### src/rtl/cpu_pkg.sv
// Shared CPU definitions: opcodes, memory access row codes, word and memory sizes.
package cpu_pkg;

  localparam int WORD_W   = 32;
  localparam int MEM_SIZE = 4096;

  typedef enum logic [3:0] {
    ALU_LW   = 4'b0000,
    ALU_SW   = 4'b0001,
    ALU_ADD  = 4'b0010,
    ALU_SUB  = 4'b0011,
    ALU_AND  = 4'b0100,
    ALU_OR   = 4'b0101,
    ALU_BEQ  = 4'b0110,
    ALU_JMP  = 4'b0111,
    ALU_ADDI = 4'b1000,
    ALU_MULI = 4'b1001
  } opcode_e;

  typedef enum logic [1:0] {
    ROW_NOP = 2'b00,
    ROW_RD  = 2'b01,
    ROW_WR  = 2'b10
  } row_e;

  typedef enum logic {
    MS_IDLE = 1'b0,
    MS_WAIT = 1'b1
  } mem_state_e;

endpackage

### src/rtl/mem_stage_if.sv
// Request/acknowledge word memory port between the MEM stage and data memory.
interface mem_stage_if
  import cpu_pkg::*;
#(
  parameter int ADDR_W = 10
);

  logic              req;
  logic              we;
  logic [ADDR_W-1:0] addr;
  logic [WORD_W-1:0] wdata;
  logic              ack;
  logic [WORD_W-1:0] rdata;

  modport master (output req, output we, output addr, output wdata,
                  input  ack, input  rdata);

  modport slave  (input  req, input  we, input  addr, input  wdata,
                  output ack, output rdata);

endinterface

### src/rtl/mem_wait_timer.sv
// Wait-cycle counter for an outstanding memory access; expired flags the last allowed cycle.
module mem_wait_timer #(
  parameter int TIMEOUT_CYCLES = 16
) (
  input  logic clk_i,
  input  logic rst_n_i,
  input  logic clear,
  input  logic enable,
  output logic expired
);

  localparam int CNT_W = (TIMEOUT_CYCLES > 1) ? $clog2(TIMEOUT_CYCLES) : 1;

  logic [CNT_W-1:0] count;

  always_ff @(posedge clk_i or negedge rst_n_i) begin
    if (!rst_n_i) begin
      count <= '0;
    end else if (clear) begin
      count <= '0;
    end else if (enable) begin
      count <= count + 1'b1;
    end
  end

  assign expired = (count == CNT_W'(TIMEOUT_CYCLES - 1));

endmodule

### src/rtl/mem_stage.sv
// Pipeline MEM stage: passes non-memory ops through in one cycle and performs
// word loads/stores over a req/ack port, abandoning an access after a bounded wait.
module mem_stage
  import cpu_pkg::*;
#(
  parameter int ADDR_W         = 10,
  parameter int TIMEOUT_CYCLES = 16
) (
  input  logic              clk_i,
  input  logic              rst_n_i,
  input  logic [WORD_W-1:0] data1_i,
  input  logic [WORD_W-1:0] data2_i,
  input  logic [WORD_W-1:0] IR_i,
  input  logic [1:0]        row_i,
  input  logic              control_i,
  mem_stage_if.master       mem,
  output logic [WORD_W-1:0] result_o,
  output logic [WORD_W-1:0] IR_o,
  output logic              control_o,
  output logic              valid_o,
  output logic              stall_o,
  output logic              err_o
);

  mem_state_e        state;
  logic [WORD_W-1:0] addr_q;
  logic [WORD_W-1:0] ir_q;
  logic              ctrl_q;
  logic              timer_clear;
  logic              timer_enable;
  logic              timer_expired;

  assign stall_o      = (state == MS_WAIT);
  assign timer_clear  = (state == MS_IDLE);
  assign timer_enable = (state == MS_WAIT) && !mem.ack;

  mem_wait_timer #(
    .TIMEOUT_CYCLES(TIMEOUT_CYCLES)
  ) u_timer (
    .clk_i   (clk_i),
    .rst_n_i (rst_n_i),
    .clear   (timer_clear),
    .enable  (timer_enable),
    .expired (timer_expired)
  );

  // The full byte address is kept so a store can report it as its write-back value.
  always_ff @(posedge clk_i or negedge rst_n_i) begin
    if (!rst_n_i) begin
      state     <= MS_IDLE;
      addr_q    <= '0;
      ir_q      <= '0;
      ctrl_q    <= 1'b0;
      mem.req   <= 1'b0;
      mem.we    <= 1'b0;
      mem.addr  <= '0;
      mem.wdata <= '0;
      result_o  <= '0;
      IR_o      <= '0;
      control_o <= 1'b0;
      valid_o   <= 1'b0;
      err_o     <= 1'b0;
    end else begin
      case (state)
        MS_IDLE: begin
          if (row_i == ROW_RD || row_i == ROW_WR) begin
            addr_q    <= data1_i;
            ir_q      <= IR_i;
            ctrl_q    <= control_i;
            mem.req   <= 1'b1;
            mem.we    <= (row_i == ROW_WR);
            mem.addr  <= data1_i[ADDR_W+1:2];
            mem.wdata <= data2_i;
            valid_o   <= 1'b0;
            state     <= MS_WAIT;
          end else begin
            result_o  <= data1_i;
            IR_o      <= IR_i;
            control_o <= control_i;
            valid_o   <= 1'b1;
          end
        end
        MS_WAIT: begin
          // An ack arriving on the final allowed cycle still completes normally.
          if (mem.ack) begin
            result_o  <= mem.we ? addr_q : mem.rdata;
            IR_o      <= ir_q;
            control_o <= ctrl_q;
            valid_o   <= 1'b1;
            mem.req   <= 1'b0;
            state     <= MS_IDLE;
          end else if (timer_expired) begin
            result_o  <= '0;
            IR_o      <= ir_q;
            control_o <= ctrl_q;
            valid_o   <= 1'b1;
            err_o     <= 1'b1;
            mem.req   <= 1'b0;
            state     <= MS_IDLE;
          end else begin
            valid_o   <= 1'b0;
          end
        end
        default: state <= MS_IDLE;
      endcase
    end
  end

endmodule

### src/flat_wrapper.sv
// flat-port wrapper written by rule: the top's interface ports become plain ports
module mem_stage_flat import cpu_pkg::*;
#(
  parameter int ADDR_W         = 10,
  parameter int TIMEOUT_CYCLES = 16
)
  (clk_i, rst_n_i, data1_i, data2_i, IR_i, row_i, control_i, result_o, IR_o, control_o, valid_o, stall_o, err_o, mem_req, mem_we, mem_addr, mem_wdata, mem_ack, mem_rdata);
  mem_stage_if #(.ADDR_W(ADDR_W)) mem_i ();
  input  logic clk_i;
  input  logic rst_n_i;
  input  logic [WORD_W-1:0] data1_i;
  input  logic [WORD_W-1:0] data2_i;
  input  logic [WORD_W-1:0] IR_i;
  input  logic [1:0] row_i;
  input  logic control_i;
  output logic [WORD_W-1:0] result_o;
  output logic [WORD_W-1:0] IR_o;
  output logic control_o;
  output logic valid_o;
  output logic stall_o;
  output logic err_o;
  output wire logic [$bits(mem_i.req)-1:0] mem_req;
  output wire logic [$bits(mem_i.we)-1:0] mem_we;
  output wire logic [$bits(mem_i.addr)-1:0] mem_addr;
  output wire logic [$bits(mem_i.wdata)-1:0] mem_wdata;
  input wire logic [$bits(mem_i.ack)-1:0] mem_ack;
  input wire logic [$bits(mem_i.rdata)-1:0] mem_rdata;
  assign mem_req = mem_i.req;
  assign mem_we = mem_i.we;
  assign mem_addr = mem_i.addr;
  assign mem_wdata = mem_i.wdata;
  assign mem_i.ack = mem_ack;
  assign mem_i.rdata = mem_rdata;
  mem_stage #(.ADDR_W(ADDR_W), .TIMEOUT_CYCLES(TIMEOUT_CYCLES)) u_core (.clk_i(clk_i), .rst_n_i(rst_n_i), .data1_i(data1_i), .data2_i(data2_i), .IR_i(IR_i), .row_i(row_i), .control_i(control_i), .mem(mem_i), .result_o(result_o), .IR_o(IR_o), .control_o(control_o), .valid_o(valid_o), .stall_o(stall_o), .err_o(err_o));
endmodule
### config.mk
export PLATFORM = sky130hd
export DESIGN_NAME = mem_stage_flat
export DESIGN_NICKNAME = d
export VERILOG_FILES = /design/src/rtl/cpu_pkg.sv /design/src/rtl/mem_stage_if.sv /design/src/rtl/mem_wait_timer.sv /design/src/rtl/mem_stage.sv /design/src/flat_wrapper.sv
export SDC_FILE = /design/constraint.sdc
export NUM_CORES = 1
export LEC_CHECK = 0
export BUFFER_PORTS_ARGS = -buffer_cell sky130_fd_sc_hd__buf_2
export CAP_MARGIN = 10
export CELL_PAD_IN_SITES_DETAIL_PLACEMENT = 1
export CELL_PAD_IN_SITES_GLOBAL_PLACEMENT = 2
export CORE_UTILIZATION = 31
export CTS_BUF_LIST = sky130_fd_sc_hd__clkbuf_16
export DETAILED_ROUTE_END_ITERATION = 7
export PLACE_DENSITY = 0.88
export SKIP_CTS_REPAIR_TIMING = 1
export SLEW_MARGIN = 20
export SYNTH_ARGS = -nofsm -noshare
export SYNTH_HDL_FRONTEND = slang
export SYNTH_SLANG_ARGS = --single-unit
### constraint.sdc
create_clock -name clk_i -period 1.6 [get_ports clk_i]
set_input_delay 0.32 -clock clk_i [delete_from_list [all_inputs] [get_ports clk_i]]
set_output_delay 0.32 -clock clk_i [all_outputs]
set_load 0.01 [all_outputs]
# After elaboration in Yosys (flattened, before gate mapping)
# Cells that the tools add are included.
[classes] n_mux=27 eq_ne=7 reduce_logical=7 add_sub_neg=1 bitwise_logic=2
[op_table] cell="2-to-1 mux 32 bit" n=7
[op_table] cell="one-hot mux 32 bit (2 select lines)" n=2
[op_table] cell="2-to-1 mux 1 bit" n=12
[op_table] cell="2-to-1 mux 4 bit" n=2
[op_table] cell="one-hot mux 1 bit (2 select lines)" n=4
[op_table] cell="inequality test 2 bit, second input constant" n=3
[op_table] cell="AND reduction 2 bit" n=3
[op_table] cell="adder 4 x 1 -> 4 bit, second input constant" n=1
[op_table] cell="== test 4 bit, second input constant" n=1
[op_table] cell="inequality test 3 bit, second input constant" n=1
[op_table] cell="AND reduction 3 bit" n=1
[op_table] cell="== test 2 x 1 -> 1 bit, second input constant" n=1
[op_table] cell="== test 2 bit, second input constant" n=1
[op_table] cell="NOT 1 bit" n=2
[op_table] cell="logical AND 1 bit" n=1
[op_table] cell="logical NOT 1 bit" n=1
[op_table] cell="logical OR 1 bit" n=1
[word_totals] wordCells=58 out_inout_bits=112 input_bits=134 reg_bits=181

# Logic depth before layout (Yosys ltp)
# Gate-level depths: netlist of run 1.
[logic_depth] ltp_word=4 depth_mapped=7 mapped_depth_nobuf=5

# Hierarchy
# A second synthesis of run 1 with hierarchy kept.
[unflattened] cells_unflattened=611 area_unflattened_um2=7683.6
[by_module_without_submodules] module="mem_stage" cells_each=594 instances=1 area_each_um2=7484.7 seq_area_each_um2=4179.0
[by_module_without_submodules] module="mem_wait_timer" cells_each=17 instances=1 area_each_um2=198.9 seq_area_each_um2=100.1

# Least setup slack after synthesis of run 1
# OpenSTA, ideal clock, no wires.
[synth_timing] path_kind="input to register" start="in row_i[0]" end="reg u_core.ir_q[10]" arrival_ns=1.578 stages=6 setup_ns=0.125 setup_slack_ns=-0.103 n_path_buf=2 required_time_ns=1.475 cell_sequence="inv_1 ha_1 nor2_4 buf_4 buf_2 mux2_2"
[synth_via] elab_chain_len=3 word_cells_on_any_way=4 cone_classes="eq/ne (2); reduce/logical (2)"
[synth_lines] item="start, declared" line_no="flat_wrapper.sv:14" rtl="input logic [1:0] row_i;"
[synth_lines] item="== test 2 x 1 -> 1 bit / == test 2 bit (equally long branches)" line_no="mem_stage.sv:66" rtl="if (row_i == ROW_RD || row_i == ROW_WR) begin"
[synth_lines] item="logical OR 1 bit *" line_no="mem_stage.sv:66"
[synth_lines] item="AND reduction 2 bit (no source line) *"
[synth_lines] item="end signal, assigned" line_no="mem_stage.sv:68" rtl="ir_q <= IR_i;"
[synth_lines] item="end, declared" line_no="mem_stage.sv:27" rtl="logic [WORD_W-1:0] ir_q;"
# Mark *: on every way between the ends. The rest lies on a longest branch, timed or not.
# A chain may end at the register's enable or synchronous reset.

# Final worst setup path of run 1
[layout_timing] start="reg u_core.u_timer.count[1]" end="reg u_core.IR_o[13]"
[layout_via] elab_chain_len=3
[layout_lines] item="start, declared" line_no="mem_wait_timer.sv:14" rtl="logic [CNT_W-1:0] count;"
[layout_lines] item="start signal, assigned" line_no="mem_wait_timer.sv:22" rtl="count <= count + 1'b1;"
[layout_lines] item="== test 4 bit" line_no="mem_wait_timer.sv:26" rtl="assign expired = (count == CNT_W'(TIMEOUT_CYCLES - 1));"
[layout_lines] item="inequality test 3 bit (no source line)"
[layout_lines] item="AND reduction 2 bit (no source line)"
[layout_lines] item="end signal, assigned" line_no="mem_stage.sv:78" rtl="IR_o <= IR_i;"
[layout_lines] item="end signal, assigned" line_no="mem_stage.sv:87" rtl="IR_o <= ir_q;"
[layout_lines] item="end signal, assigned" line_no="mem_stage.sv:94" rtl="IR_o <= ir_q;"
[layout_lines] item="end, declared" line_no="mem_stage.sv:18" rtl="output logic [WORD_W-1:0] IR_o,"
# No other way between the ends.

==> results of run 1 <==
through the flow:
stage / util / instances / setup WS [ns] / cell area [um^2]
CTS: 0.411 / 1118 / -0.193 / 10000
finish: 0.455 / 1153 / -0.107 / 11100
detailed placement: 0.388 / 1087 / -0.216 / 9450
global route: 0.455 / 1152 / -0.156 / 11100
global placement: 0.388 / 1087 / -0.182 / 9450
floorplan: - / 529 / 0.0118 / 7760
synthesized netlist by cell type:
cell type	instances
buf_4	19
mux2_1	3
nand2_1	2
o22ai_1	32
dfrtp_1	171
a31oi_4	1
inv_2	1
ha_1	2
nand4b_1	1
mux2_4	30
nor2_4	1
o21ai_0	1
nand3_2	1
buf_2	19
o21bai_1	1
inv_1	34
buf_12	3
and2_1	3
mux2_2	163
buf_6	1
xnor2_1	3
nor2b_1	2
nand3_1	1
mux2i_1	33
nand2b_1	1
report_power, final:
| group | total, uW | switching [uW] | internal (uW) |
|---|---|---|---|
| Combinational | 7610 | 3110 | 4490 |
| Sequential | 6990 | 1000 | 5980 |
| Clock | 4100 | 1800 | 2300 |
state kept, by name (all words and copies together), names as in the netlist, 4 cells and up:
signal	cells
u_core.u_timer.count	4
u_core.addr_q	23
u_core.mem.addr	9
u_core.ir_q	32
u_core.result_o	32
u_core.mem.wdata	32
u_core.IR_o	32
cell families after synthesis:
| kind of cell | count (synthesis) | synth area share |
|---|---|---|
| multiplexers | 229 | 0.343 |
| buffers and inverters | 77 | 0.0569 |
| XOR/XNOR | 3 | 0.00340 |
| AND/OR/NAND/NOR | 12 | 0.0104 |
| adder cells (fa/ha/maj) | 2 | 0.00323 |
| AO/OA/AOI/OAI | 35 | 0.0302 |
| flip-flops | 171 | 0.553 |
how the worst min path moves through the flow:
stage	from	end	slack (ns)	cells after the start
6_report	data2_i[0]	u_core.mem.wdata[0]	0.12	2
5_1_grt	data2_i[0]	u_core.mem.wdata[0]	0.11	2
4_1_cts	rst_n_i	u_core.mem.addr[5]	-0.23	1
3_5_place_dp	rst_n_i	u_core.mem.addr[5]	0.23	1
3_3_place_gp	rst_n_i	u_core.mem.addr[5]	0.24	1
2_1_floorplan	rst_n_i	u_core.IR_o[0]	0.02	0
cell type report:
type,instances,area share
sequential,171,0.386
multi-input combinational,281,0.311
timing repair buffer,310,0.204
clock buffer,17,0.0383
tap,324,0.0365
clock inverter,14,0.0130
inverter,35,0.0118
antenna,1,0.000225
worst max-delay path, delay by kind of cell (launching register included):
kind                       cells  cell delay (ns)
AOI/OAI and AO/OA              1             0.21
DFF                            1             0.40
buffers and inverters          3             0.45
adders and majority gates      1             0.17
muxes                          1             0.30
and+or+nand+nor                1             0.07
routing by layer:
| layer | global-route usage | up-vias |
|---|---|---|
| li1 | - | 2428 |
| met1 | 0.189 | 2779 |
| met2 | 0.280 | 166 |
| met3 | 0.0465 | 21 |
| met4 | 0.0524 | 2 |
| met5 | 0 | - |
==> run summary, run 1 <==
Clock sink count -> 171
Total track usage -> 0.161
Failing checks -> negative setup slack
Area Growth Syn to Fin -> 43.6%
Total core area -> 24,400 um^2
Max-cap violations -> 0
Uppermost layer routed -> met5
Ratio of cells with drive above 1 in the final layout -> 0.653
GPL Wtd Cong -> 0.729
Worst-skew pair later-pin latency -> 0.42 ns
End of the critical path -> u_core.IR_o[13]
Critical path origin -> u_core.u_timer.count[1]
Req. time, crit path -> 1.91 ns
Initial antenna violation count -> 2
Post-Route M1 WL -> 9510 um
CTS tree -> done
VDD IR max -> 0.000587 V
Row cnt -> 57
Synth area leader -> dfrtp_1
Crit-path cells -> ha_4, nand3_4, a31oi_4, buf_12, clkbuf_16, buf_12, mux2_4
Outcome -> complete, but fails checks
Final min period -> 1.71 ns
Total CTS buffers -> 17
Most frequent cells in the layout -> 244 x buf_2, 169 x dfrtp_1, 137 x mux2_4
PwrDens -> 1680 nW/um^2
Syn_area_per_cell -> 14.6 um^2
Count of cell types in the netlist -> 25
Drt pass-1 iters -> 4
#FFs+latches synth -> 171
Horiz. Die Dim -> 160 um
Reg2reg setup slack -> -0.11 ns
Hold crit path type -> in -> reg
FILL cells -> 2,571
Via count -> 5,396
Critical Path Start Type -> flop
Vias in the first global route -> 5,868
Post-DR vias/cell -> 4.68
Routed met2 length -> 12,100 um
Pleak -> 0.00552 uW
Max FO, Critical Path -> 8
Initial DRC Count -> 196
Clock tree buffer depth -> 2
# nets final -> 952
Multi-input gate area -> 3450 um^2
R2r worst-path depth -> 7
Synth Warn # -> 0
Slew Limit Fails -> 0
Unrepaired setup endpoints after global routing -> true
Most common cell after layout, fill and taps aside -> buf_2
Dominant cells by area after synthesis -> dfrtp_1 55%, mux2_2 24%, mux2_4 5.8%
ANT nets after route -> 0
Final setup TNS -> -6.57 ns
First-pass GRT wire length -> 32,100 um
Final setup fails -> 126
Die Ht -> 160 um
Worst R2R Start -> u_core.u_timer.count[1]
Slew Limit Headroom -> 0.773
Clock-pin slew on the worst setup and hold paths -> 0.07 ns
Yosys top cell area share -> 0.553
Cell Area, Synth -> 7730 um^2
Fin. Hold Viols -> 0
Total wire length -> 23,200 um
Crit-path most repeated cell -> buf_12
Post-DP HPWL -> 14,300 um
Post-route DRC violation count -> 0
CTS root buf -> clkbuf_16
Highest clock rate -> 586 MHz
Mapped Cells -> 529
R2R Path End -> u_core.IR_o[13]
Hold_ws -> 0.118 ns
FF+latch area -> 4280 um^2
Wire per inst -> 20.1 um
GRT overflow -> 0
Kind of critical path -> reg -> reg
Port bufs -> 245
Crit-path max cell delay -> 0.40 ns
CTS H-Tree Depth -> 4
Net count after synthesis -> 665
Slowest CP cell -> dfrtp_1
Clk_skew -> 0.00712 ns
Worst-margin pin slew -> 0.340 ns
Ports -> 246
Met3 WL -> 1190 um
CP Capture Type -> flop
Setup ws final -> -0.107 ns
Die Area -> 25,600 um^2
Initial Util -> 0.317
Tcrit/Tclk final -> 1.07
Worst path arrival time -> 2.02 ns
Post-synthesis sequential area ratio -> 0.553
Final Power -> 18,700 uW
Largest net degree at the start of global routing -> 47
(Power assumes the default switching activity.)
==> run 2, diff against run 1 <==
Settings changed: BUFFER_PORTS_ARGS -buffer_cell sky130_fd_sc_hd__buf_2 to -buffer_cell sky130_fd_sc_hd__buf_4.
==> run summary, run 2 (same netlist as run 1, synthesis figures left out) <==
Slowest CP cell -> dfrtp_1
Sw power -> 5720 uW
Placed Cells -> 1,083
Total wire length -> 21,700 um
Die Ht -> 160 um
Crit-path cells -> ha_4, nand3_4, a31oi_4, buf_12, clkbuf_16, mux2_4
CTS tree -> done
Via count -> 5,211
Critical Path Start Type -> flop
Routed met2 length -> 10,900 um
Worst path arrival time -> 2.02 ns
Logic pwr share -> 0.396
Final setup TNS -> -6.44 ns
Total CTS buffers -> 17
Met3 WL -> 1190 um
CTS root buf -> clkbuf_16
GRT overflow -> 0
Die Area -> 25,600 um^2
PwrDens -> 1670 nW/um^2
Tcrit/Tclk final -> 1.08
Highest clock rate -> 581 MHz
Total track usage -> 0.162
Failing checks -> negative setup slack
Ratio of cells with drive above 1 in the final layout -> 0.648
Final setup fails -> 69
Inserted Diodes -> 0
Kind of critical path -> reg -> reg
Post-DP HPWL -> 14,100 um
Horiz. Die Dim -> 160 um
Sequential share of power -> 0.377
Area Growth Syn to Fin -> 43.1%
Drt pass-1 iters -> 4
Ports -> 246
Most frequent cells in the layout -> 261 x buf_4, 169 x dfrtp_1, 136 x mux2_2
Clock-pin slew on the worst setup and hold paths -> 0.07 ns
Clock share of power -> 0.227
Post-route DRC violation count -> 0
Worst-margin pin slew -> 0.447 ns
Crit-path max cell delay -> 0.41 ns
Unrepaired setup endpoints after global routing -> true
Wire per inst -> 19.2 um
Clk_skew -> 0.0106 ns
Pleak -> 0.00526 uW
Largest net degree at the start of global routing -> 51
Most common cell after layout, fill and taps aside -> buf_4
CP Capture Type -> flop
Post-Route M1 WL -> 9380 um
CTS H-Tree Depth -> 4
Sw frac -> 0.309
Worst-skew pair later-pin latency -> 0.42 ns
Vias in the first global route -> 5,790
GPL Wtd Cong -> 0.725
Fin util -> 0.454
Req. time, crit path -> 1.90 ns
Total core area -> 24,400 um^2
Post-DR vias/cell -> 4.61
Max-cap violations -> 0
Uppermost layer routed -> met4
# nets final -> 930
Slew Limit Fails -> 0
Fin cells -> 1,131
Outcome -> complete, but fails checks
Setup ws final -> -0.121 ns
Clock tree buffer depth -> 2
Slew Limit Headroom -> 0.702
VDD IR max -> 0.000712 V
First-pass GRT wire length -> 32,400 um
Initial Util -> 0.317
Initial DRC Count -> 189
Row cnt -> 57
Max FO, Critical Path -> 7
ANT nets after route -> 0
Fin. Hold Viols -> 0
Port bufs -> 245
Clock sink count -> 171
Cell Int Power -> 12,800 uW
Hold crit path type -> in -> reg
Final min period -> 1.72 ns
Initial antenna violation count -> 0
==> run 2: cell types whose count changed in the layout (fill, tap and decap cells not counted), sizes merged <==
cell,previous run,this run
buf,299,280
clkbuf,27,24
inv,39,42
clkinv,6,4
diode,1,0
==> run 2: power by group through the flow <==
stage / clock network (uW) / registers, uW / logic (uW)
final: 4200 / 6980 / 7340
after global routing: 4510 / 7210 / 7830
after CTS: 4330 / 6970 / 6730
after detailed placement: 0 / 7030 / 6720
after global placement: 0 / 6940 / 6560
after floorplan: 0 / 7290 / 3410
==> run 2: area by class of cell <==
cell class | instances | area, um^2
Clock buffer | 17 | 425
Clock inverter | 15 | 160
Fill cell | 2538 | 13300
Inverter | 35 | 131
Multi-Input combinational cell | 281 | 3160
Sequential cell | 171 | 4280
Tap cell | 324 | 405
Timing Repair Buffer | 288 | 2500
==> run 2: critical path: cells and delay by family, from the launching register on <==
kind	cells	cell delay, ns
and+or+nand+nor	1	0.07
DFF	1	0.41
muxes	1	0.30
AOI/OAI and AO/OA	1	0.27
adders and majority gates	1	0.17
buffers and inverters	2	0.37
==> run 2: path summary, 6_finish.rpt <==
check	startpoint	slack, ns	endpoint	cells after the start
max	u_core.u_timer.count[1]	-0.12	u_core.result_o[26]	6
min	data2_i[5]	0.13	u_core.mem.wdata[5]	2
max reg2reg	u_core.u_timer.count[1]	-0.12	u_core.result_o[26]	6
min reg2reg	u_core.ctrl_q	0.50	u_core.ctrl_q	1
max in group asynchronous	rst_n_i	0.63	u_core.mem.wdata[14]	3
min in group asynchronous	rst_n_i	0.39	u_core.mem.addr[5]	2
==> run 2: per-stage QoR <==
| step | hold slack [ns] | power, uW | worst slack, ns | instance area [um^2] |
|---|---|---|---|---|
| after floorplan | 0.0244 | 10700 | 0.0118 | 7760 |
| after global placement | 0.280 | 13500 | -0.177 | 10000 |
| after detailed placement | 0.275 | 13800 | -0.226 | 10000 |
| after CTS | -0.190 | 18000 | -0.142 | 10600 |
| after global routing | 0.0989 | 19600 | -0.161 | 11100 |
| final | 0.128 | 18500 | -0.121 | 11100 |
==> run 2: routing by layer <==
layer	track usage	vias to the layer above
met5	0	-
li1	-	2384
met4	0.0489	0
met1	0.202	2667
met2	0.272	147
met3	0.0465	13
==> run 3, diff against run 2 <==
Settings changed: CORE_ASPECT_RATIO from default to 1.4, CORE_UTILIZATION 31 to 29, PLACE_DENSITY 0.88 to 0.86, SYNTH_HIERARCHICAL from default to 1.
==> run summary, run 3 <==
Sw power -> 5860 uW
Met3 WL -> 875 um
Max FO, Critical Path -> 33
Dominant cells by area after synthesis -> dfrtp_1 56%, mux2_2 14%, mux2i_1 8.6%
Largest net degree at the start of global routing -> 43
# nets final -> 1,003
Die Ht -> 195 um
Routed met2 length -> 12,400 um
Mapped Cells -> 611
Post-synthesis sequential area ratio -> 0.557
Clock share of power -> 0.235
Slew Limit Headroom -> 0.634
Ports -> 246
Top-count cell post-synth -> dfrtp_1
Port bufs -> 245
Total wire length -> 23,500 um
EDFF count, synth -> 0
Syn_area_per_cell -> 12.6 um^2
Synth area leader -> dfrtp_1
Horiz. Die Dim -> 140 um
Cell Int Power -> 12,400 uW
First-pass GRT wire length -> 36,200 um
Final min period -> 1.66 ns
Post-DP HPWL -> 15,900 um
Clock sink count -> 171
Setup ws final -> -0.0641 ns
Initial DRC Count -> 176
CTS tree -> done
FFs w/ async S/R, synth -> 1.00
Total track usage -> 0.174
#FFs+latches synth -> 171
Worst-margin pin slew -> 0.549 ns
Area Growth Syn to Fin -> 45.3%
Most common cell after layout, fill and taps aside -> buf_4
Initial Util -> 0.294
Synth Warn # -> 6
Critical Path Start Type -> flop
CP Capture Type -> flop
Most frequent cells in the layout -> 266 x buf_4, 169 x dfrtp_1, 82 x mux2_4
Yosys top cell area share -> 0.557
PwrDens -> 1640 nW/um^2
Clock-pin slew on the worst setup and hold paths -> 0.07 ns
Sequential share of power -> 0.377
GPL Wtd Cong -> 0.731
Ratio of cells with drive above 1 in the final layout -> 0.508
ANT nets after route -> 0
GRT overflow -> 0
CTS H-Tree Depth -> 4
Pleak -> 0.00533 uW
Kind of critical path -> reg -> reg
Highest clock rate -> 601 MHz
Dpl ws -> -0.190 ns
Worst-skew pair later-pin latency -> 0.44 ns
Uppermost layer routed -> met4
Cell Area, Synth -> 7680 um^2
Hold_ws -> 0.103 ns
Req. time, crit path -> 1.92 ns
Clk_skew -> 0.0101 ns
Total core area -> 26,100 um^2
Unrepaired setup endpoints after global routing -> true
Via count -> 5,867
Post-route DRC violation count -> 0
Top_reg_cell synth -> dfrtp_1
Total CTS buffers -> 17
Synth cell count leaders -> 171 x dfrtp_1, 98 x mux2_2, 66 x mux2i_1
Wire per inst -> 19.5 um
CTS root buf -> clkbuf_16
Final setup fails -> 53
Max-cap violations -> 0
Final Power -> 18,300 uW
Post-DR vias/cell -> 4.86
Row cnt -> 70
Slew Limit Fails -> 0
Tcrit/Tclk final -> 1.04
Fin. Hold Viols -> 0
Initial antenna violation count -> 1
Hold crit path type -> in -> reg
Clock tree buffer depth -> 2
Outcome -> complete, but fails checks
Worst path arrival time -> 1.98 ns
Die Area -> 27,200 um^2
VDD IR max -> 0.000808 V
FILL cells -> 2,781
Count of cell types in the netlist -> 28
Failing checks -> negative setup slack
Post-Route M1 WL -> 9610 um
Net count after synthesis -> 747
Sw frac -> 0.321
Vias in the first global route -> 6,391
Logic pwr share -> 0.388
Drt pass-1 iters -> 4
run 3: changes by cell type after synthesis, moves of 7 or more:
cell	previous run	this run
o21ai_1	0	16
mux2_2	163	98
mux2i_1	33	66
o32a_1	0	32
o21ai_0	1	51
buf_6	1	13
o22ai_1	32	0
nor2_1	0	37
mux2_4	30	1
clkbuf_1	0	7
a21oi_1	0	33
run 3: metal layers:
metal  vias to the layer above  track usage
met5                         -            0
met4                         0       0.0712
li1                       2663            -
met3                        33       0.0365
met2                       148        0.305
met1                      3023        0.205
run 3: cells by family (layout without fill, tap and decap cells):
kind of cell / Yosys count / count (layout) / share of synthesized area
AOI/OAI and AO/OA: 134 / 134 / 0.109
xor gates and xnor gates: 1 / 1 / 0.00114
adders and majority gates: 2 / 2 / 0.00326
buffers and inverters: 91 / 360 / 0.0694
DFF: 171 / 171 / 0.557
muxes: 165 / 165 / 0.232
other: 0 / 2 / 0
and+or+nand+nor: 47 / 47 / 0.0287
run 3: cell type report:
class / count / area [um^2] / area share
sequential: 171 / 4280 / 0.384
multi-input combinational: 349 / 3250 / 0.291
timing repair buffer: 293 / 2480 / 0.222
clock buffer: 17 / 425 / 0.0381
tap: 324 / 405 / 0.0363
clock inverter: 15 / 173 / 0.0155
inverter: 35 / 141 / 0.0127
antenna: 2 / 5.00 / 0.000448
run 3: power by group through the flow:
stage	logic (uW)	clock network, uW	registers (uW)
after global placement	6720	0	6870
final	7080	4290	6880
after detailed placement	6900	0	6930
after CTS	6920	4410	6900
after floorplan	3500	0	7170
after global routing	7560	4570	7100
run 3: final timing paths:
check | from | to | slack (ns) | cells after the start
setup / recovery | u_core/u_timer/count[0] | u_core/result_o[12] | -0.06 | 7
hold / removal | data2_i[20] | u_core/mem.wdata[20] | 0.10 | 2
setup reg to reg | u_core/u_timer/count[0] | u_core/result_o[12] | -0.06 | 7
hold reg to reg | u_core/err_o | u_core/err_o | 0.46 | 1
max in group asynchronous | rst_n_i | u_core/mem.wdata[9] | 0.65 | 3
min in group asynchronous | rst_n_i | u_core/IR_o[17] | 0.38 | 2
run 3: worst max-delay path: stages (launching register included):
cell and delay, ns:
dfrtp_1 0.38, ha_2 0.21, and3_4 0.17, nor3b_4 0.19, buf_6 0.17, nor2_4 0.06
buf_12 0.17, o32a_1 0.19
run 3: per-stage QoR:
step	utilization	setup TNS, ns	cell area [um^2]	std cells
detailed placement	0.397	-16.99	10400	1164
floorplan	-	-0.175	8050	611
global route	0.428	-5.16	11200	1204
CTS	0.420	-10.33	11000	1196
finish	0.428	-1.79	11200	1206
global placement	0.397	-13.31	10400	1164
